## src/rtl/serial_subtractor_pkg.sv

```systemverilog
// serial_subtractor_pkg
//   Shared definitions for the bit-serial subtractor / comparator:
//   FSM state encoding, the default operand width and the default
//   bit-counter width.
//   No ports (package).
package serial_subtractor_pkg;

   // FIX is used only when SERIAL_SUBTRACTOR_ABS_EN is defined.
   typedef enum logic [1:0] {
      IDLE = 2'd0,
      RUN  = 2'd1,
      DONE = 2'd2,
      FIX  = 2'd3
   } state_t;

   // The game's number range is 0..63.
   localparam int unsigned DEFAULT_WIDTH = 6;

   localparam int unsigned DEFAULT_CNT_W = $clog2(DEFAULT_WIDTH);

endpackage : serial_subtractor_pkg

```

## src/rtl/serial_subtractor_full_subtractor.sv

```systemverilog
// full_subtractor
//   One-bit combinational full subtractor. It computes a - b - b_in.
//   Ports:
//     a      minuend bit
//     b      subtrahend bit
//     b_in   incoming borrow
//     diff   difference bit
//     b_out  outgoing borrow
module full_subtractor (
   input  logic a,
   input  logic b,
   input  logic b_in,
   output logic diff,
   output logic b_out
);

   always_comb begin
      diff  = a ^ b ^ b_in;
      b_out = (~a & b) | (~(a ^ b) & b_in);
   end

endmodule : full_subtractor

```

## src/rtl/serial_subtractor.sv

```systemverilog
// serial_subtractor
//   Bit-serial WIDTH-bit subtractor and magnitude comparator. It computes
//   a - b LSB-first, one bit per clock, through a single full_subtractor
//   cell and a registered borrow. It uses a start/busy/done handshake.
//   Results hold until the next accepted operation completes.
//   Optional feature macro: SERIAL_SUBTRACTOR_ABS_EN. When it is defined,
//   a FIX cycle is added and diff becomes |a - b|.
//   Ports:
//     clk         system clock, rising edge
//     rst_n       asynchronous active-low reset
//     start       request, sampled only in IDLE or DONE
//     a, b        minuend / subtrahend, captured on the accepted start
//     busy        operation in progress
//     done        one-cycle completion pulse
//     diff        (a - b) mod 2^WIDTH, or |a - b| with the macro
//     borrow_out  1 iff a < b
//     a_lt_b, a_eq_b, a_gt_b  comparison flags
module serial_subtractor
   import serial_subtractor_pkg::*;
#(
   parameter int unsigned WIDTH = DEFAULT_WIDTH
) (
   input  logic             clk,
   input  logic             rst_n,
   input  logic             start,
   input  logic [WIDTH-1:0] a,
   input  logic [WIDTH-1:0] b,
   output logic             busy,
   output logic             done,
   output logic [WIDTH-1:0] diff,
   output logic             borrow_out,
   output logic             a_lt_b,
   output logic             a_eq_b,
   output logic             a_gt_b
);

   localparam int unsigned CNT_W = $clog2(WIDTH);

   state_t           state;
   logic [WIDTH-1:0] a_sr;
   logic [WIDTH-1:0] b_sr;
   logic [WIDTH-1:0] res_sr;
   logic             borrow;
   logic [CNT_W-1:0] cnt;

   logic             fs_diff;
   logic             fs_bout;
   logic [WIDTH-1:0] res_next;
   logic             last_bit;

   full_subtractor u_fs (
      .a     (a_sr[0]),
      .b     (b_sr[0]),
      .b_in  (borrow),
      .diff  (fs_diff),
      .b_out (fs_bout)
   );

   // Each difference bit enters at the MSB, so after WIDTH shifts
   // the LSB-first bits sit in their natural positions.
   always_comb begin
      res_next = {fs_diff, res_sr[WIDTH-1:1]};
      last_bit = (cnt == CNT_W'(WIDTH - 1));
   end

   always_ff @(posedge clk or negedge rst_n) begin
      if (!rst_n) begin
         state      <= IDLE;
         a_sr       <= '0;
         b_sr       <= '0;
         res_sr     <= '0;
         borrow     <= 1'b0;
         cnt        <= '0;
         busy       <= 1'b0;
         done       <= 1'b0;
         diff       <= '0;
         borrow_out <= 1'b0;
         a_lt_b     <= 1'b0;
         a_eq_b     <= 1'b0;
         a_gt_b     <= 1'b0;
      end else begin
         case (state)
            // DONE accepts a start exactly as IDLE does, so back-to-back
            // operations run with no bubble.
            IDLE, DONE: begin
               done <= 1'b0;
               if (start) begin
                  a_sr   <= a;
                  b_sr   <= b;
                  res_sr <= '0;
                  borrow <= 1'b0;
                  cnt    <= '0;
                  busy   <= 1'b1;
                  state  <= RUN;
               end else begin
                  state <= IDLE;
               end
            end

            RUN: begin
               a_sr   <= a_sr >> 1;
               b_sr   <= b_sr >> 1;
               res_sr <= res_next;
               borrow <= fs_bout;
               cnt    <= cnt + CNT_W'(1);
               if (last_bit) begin
`ifdef SERIAL_SUBTRACTOR_ABS_EN
                  state <= FIX;
`else
                  diff       <= res_next;
                  borrow_out <= fs_bout;
                  a_lt_b     <= fs_bout;
                  a_eq_b     <= (res_next == '0);
                  a_gt_b     <= !fs_bout && (res_next != '0);
                  done       <= 1'b1;
                  busy       <= 1'b0;
                  state      <= DONE;
`endif
               end
            end

`ifdef SERIAL_SUBTRACTOR_ABS_EN
            // The raw result and the final borrow are already registered
            // here. A negative result is negated to get the magnitude.
            FIX: begin
               diff       <= borrow ? (~res_sr + WIDTH'(1)) : res_sr;
               borrow_out <= borrow;
               a_lt_b     <= borrow;
               a_eq_b     <= (res_sr == '0);
               a_gt_b     <= !borrow && (res_sr != '0);
               done       <= 1'b1;
               busy       <= 1'b0;
               state      <= DONE;
            end
`endif

            default: state <= IDLE;
         endcase
      end
   end

endmodule : serial_subtractor

```

## config.mk

```make
export PLATFORM = sky130hd
export DESIGN_NAME = serial_subtractor
export DESIGN_NICKNAME = d
export VERILOG_FILES = /design/src/rtl/serial_subtractor_pkg.sv /design/src/rtl/serial_subtractor_full_subtractor.sv /design/src/rtl/serial_subtractor.sv
export SDC_FILE = /design/constraint.sdc
export NUM_CORES = 1
export LEC_CHECK = 0
export CAP_MARGIN = 5
export CORE_MARGIN = 3
export CORE_UTILIZATION = 40
export DETAILED_ROUTE_END_ITERATION = 8
export DONT_BUFFER_PORTS = 1
export PLACE_DENSITY_LB_ADDON = 0.05
export REMOVE_ABC_BUFFERS = 1
export SLEW_MARGIN = 20
export SYNTH_ARGS = -nofsm -noshare
export SYNTH_HDL_FRONTEND = slang
export SYNTH_HIERARCHICAL = 1
export SYNTH_SLANG_ARGS = --single-unit
```

## constraint.sdc

```tcl
create_clock -name clk -period 1.75 [get_ports clk]
set_clock_uncertainty 0.05 [all_clocks]
set_input_delay 0.2625 -clock clk [delete_from_list [all_inputs] [get_ports clk]]
set_output_delay 0.2625 -clock clk [all_outputs]
set_load 0.03 [all_outputs]
```

==> impl_metrics.json <==
{
  "status": "completed",
  "insertion_delay_ns": 0.28,
  "clk_pin_slew_ns": 0.06,
  "grt_pass1_vias": 966,
  "cts_resized": 0,
  "async_reset_ff_frac": 1.00,
  "post_cts_buffers": 0,
  "ff2ff_setup_slack_ns": 0.21,
  "yosysUniqueCellTypes": 24,
  "vdd_drop_max_mv": 0.573,
  "drc": 0,
  "whs_endpoint": "a_sr[5]",
  "finalSetupTns_ns": 0,
  "whs_ns": 0.0690,
  "syn_inst": 131,
  "wl_um": 2550,
  "worstPathRequired_ns": 1.87,
  "hold_class": "input pin to flip-flop",
  "finalNonFillerCells": 179,
  "cts_root_buffer": "clkbuf_8",
  "dp_hpwl_um": 1670,
  "rsz0062_at_grt": "no",
  "vias_per_cell": 5.24,
  "layout-drive-gt1-share": 0.128,
  "hold_viol_final": 0,
  "yosysWarnings": 6,
  "grt_pass1_wl_um": 4400,
  "synth_seq_area_share": 0.573,
  "setup_viol": 0,
  "floorplan.die.width_um": 66.9,
  "reg2reg_from": "a_sr[0]",
  "relSlewSlack": 0.632,
  "portBuffers": 0,
  "synth_seq_cells": 34,
  "power.density_nw_per_um2": 2070,
  "reg2reg_depth": 4,
  "fmax_mhz": 651,
  "synth_edf_count": 0,
  "vias": 938,
  "syn_to_final_growth_pct": 9.10,
  "drtIter0Drc": 65,
  "clock_sinks": 34,
  "grt_max_degree": 35,
  "cts_tree": "built",
  "reg2reg_to": "a_gt_b",
  "htreeDepth": 2,
  "grt_antenna_before_repair": 0,
  "clock_path_buffers": 2,
  "finalNetCount": 152,
  "dp_cells": 171,
  "dieArea_um2": 4480,
  "diodes": 0,
  "fill_cells": 322,
  "p_leak_nw": 0.790,
  "avgRoutedWirePerCell_um": 14.3,
  "numCtsBuffers": 5,
  "hp-start": "a[5]",
  "ios": 27,
  "slew_violations": 0,
  "min_period_ns": 1.54,
  "multi_input_area_um2": 566,
  "critPathMaxFanout": 3,
  "hold-path-cell-count": 1,
  "syn_area_um2": 1490,
  "post-route-util": 0.471,
  "tightest_slew_ns": 0.553,
  "num_rows": 21,
  "initial_utilization": 0.431,
  "critPathLaunchType": "flip-flop",
  "grt_use_total": 0.136,
  "finalPower_mw": 3.35,
  "setup.worst_path.end_class": "flip-flop",
  "gp_congestion": 0.727,
  "avgSynthCellArea_um2": 11.3,
  "final_antenna_net_count": 0,
  "cap_violations": 0,
  "dieHeight_um": 66.9,
  "final-seq-area_um2": 851,
  "grt_overflow_total": 0,
  "post-route-period-util": 0.877,
  "core_area_um2": 3440,
  "first_pass_iters": 4,
  "arrival_ns": 1.66,
  "synth_flop_cell": "dfrtp_1",
  "path_class": "flip-flop to flip-flop"
}
logic make-up (layout without fill, tap and decap cells):
logic type | Yosys count | after routing | share of synthesized area
AOI/OAI and AO/OA | 22 | 22 | 0.108
adders and majority gates | 3 | 3 | 0.0303
buffers and inverters | 13 | 15 | 0.0463
DFF | 34 | 34 | 0.573
muxes | 9 | 9 | 0.0859
and+or+nand+nor | 50 | 50 | 0.157
placed cells by master, fill, tap and decap left out, drive strengths merged:
| cell | synthesis | routed |
|---|---|---|
| nor2b | 1 | 1 |
| mux2 | 8 | 8 |
| dfrtp | 34 | 34 |
| and2b | 1 | 1 |
| nand2 | 30 | 30 |
| nor2 | 13 | 13 |
| fa | 1 | 1 |
| o2bb2ai | 1 | 1 |
| a22o | 9 | 9 |
| nor4 | 1 | 1 |
| a31oi | 10 | 10 |
| inv | 5 | 5 |
| nand3 | 1 | 1 |
| dlygate4sd3 | 0 | 1 |
| clkbuf | 1 | 6 |
| buf | 7 | 3 |
| nand2b | 2 | 2 |
| mux2i | 1 | 1 |
| o21ai | 2 | 2 |
| ha | 2 | 2 |
| nand4b | 1 | 1 |
layer usage:
metal	routed length, um	GRT usage	vias up
li1	-	-	446
met1	1150	0.156	462
met2	1230	0.218	24
met3	123	0.0607	6
met4	46	0.0608	0
met5	0	0	-
power breakdown:
group / switching [mW] / internal [mW] / total [mW]
sequential: 0.505 / 1.15 / 1.65
clock: 0.254 / 0.303 / 0.556
combinational: 0.590 / 0.553 / 1.14
total: 1.35 / 2.00 / 3.35
critical path, cell delays in order, from the launching register on:
cell and delay [ns]:
dfrtp_1 0.40, fa_1 0.52, nor4_1 0.18, nand2_1 0.10, a22o_1 0.18
layout make-up:
class,instances,share of cell area
tap,46,0.0355
timing repair buffer,4,0.0278
multi-input combinational,84,0.349
clock buffer,6,0.0510
inverter,5,0.0116
sequential,34,0.525
flip-flops by register name, summed over array words and instances (netlist names):
name    flops
borrow      1
state       2
a_sr        6
diff        6
res_sr      5
busy        1
a_gt_b      1
a_eq_b      1
done        1
a_lt_b      1
b_sr        6
cnt         3
cell usage after synthesis (4+ instances only):
library cell   n  area, um^2
nor2_1        12        45.0
buf_2          4        20.0
mux2_4         4        60.1
a31oi_1       10        62.6
nand2_1       30         113
a22o_1         9        78.8
dfrtp_1       34         851
mux2_1         4        45.0
inv_1          5        18.8
per-stage QoR:
step           area [um^2]  setup slack (ns)
2_1_floorplan         1440             0.256
3_3_place_gp          1510             0.220
3_5_place_dp          1510             0.208
4_1_cts               1620             0.199
5_1_grt               1620            0.0427
6_report              1620             0.215
worst max-delay path by stage:
stage	startpoint	end	slack, ns	depth (start not counted)
global route	a_sr[0]	a_gt_b	0.04	4
CTS	a_sr[0]	a_gt_b	0.20	4
finish	a_sr[0]	a_gt_b	0.21	4
global placement	a_sr[0]	a_gt_b	0.22	4
floorplan	state[0]	cnt[2]	0.26	3
detailed placement	a_sr[0]	a_gt_b	0.21	4
timing repair:
item,in CTS,in global routing
endpoints found under the setup margin,0,0
hold endpoints to repair,34,0
hold buffers,2,0
No activity file was read; power rests on OpenSTA's default activity.
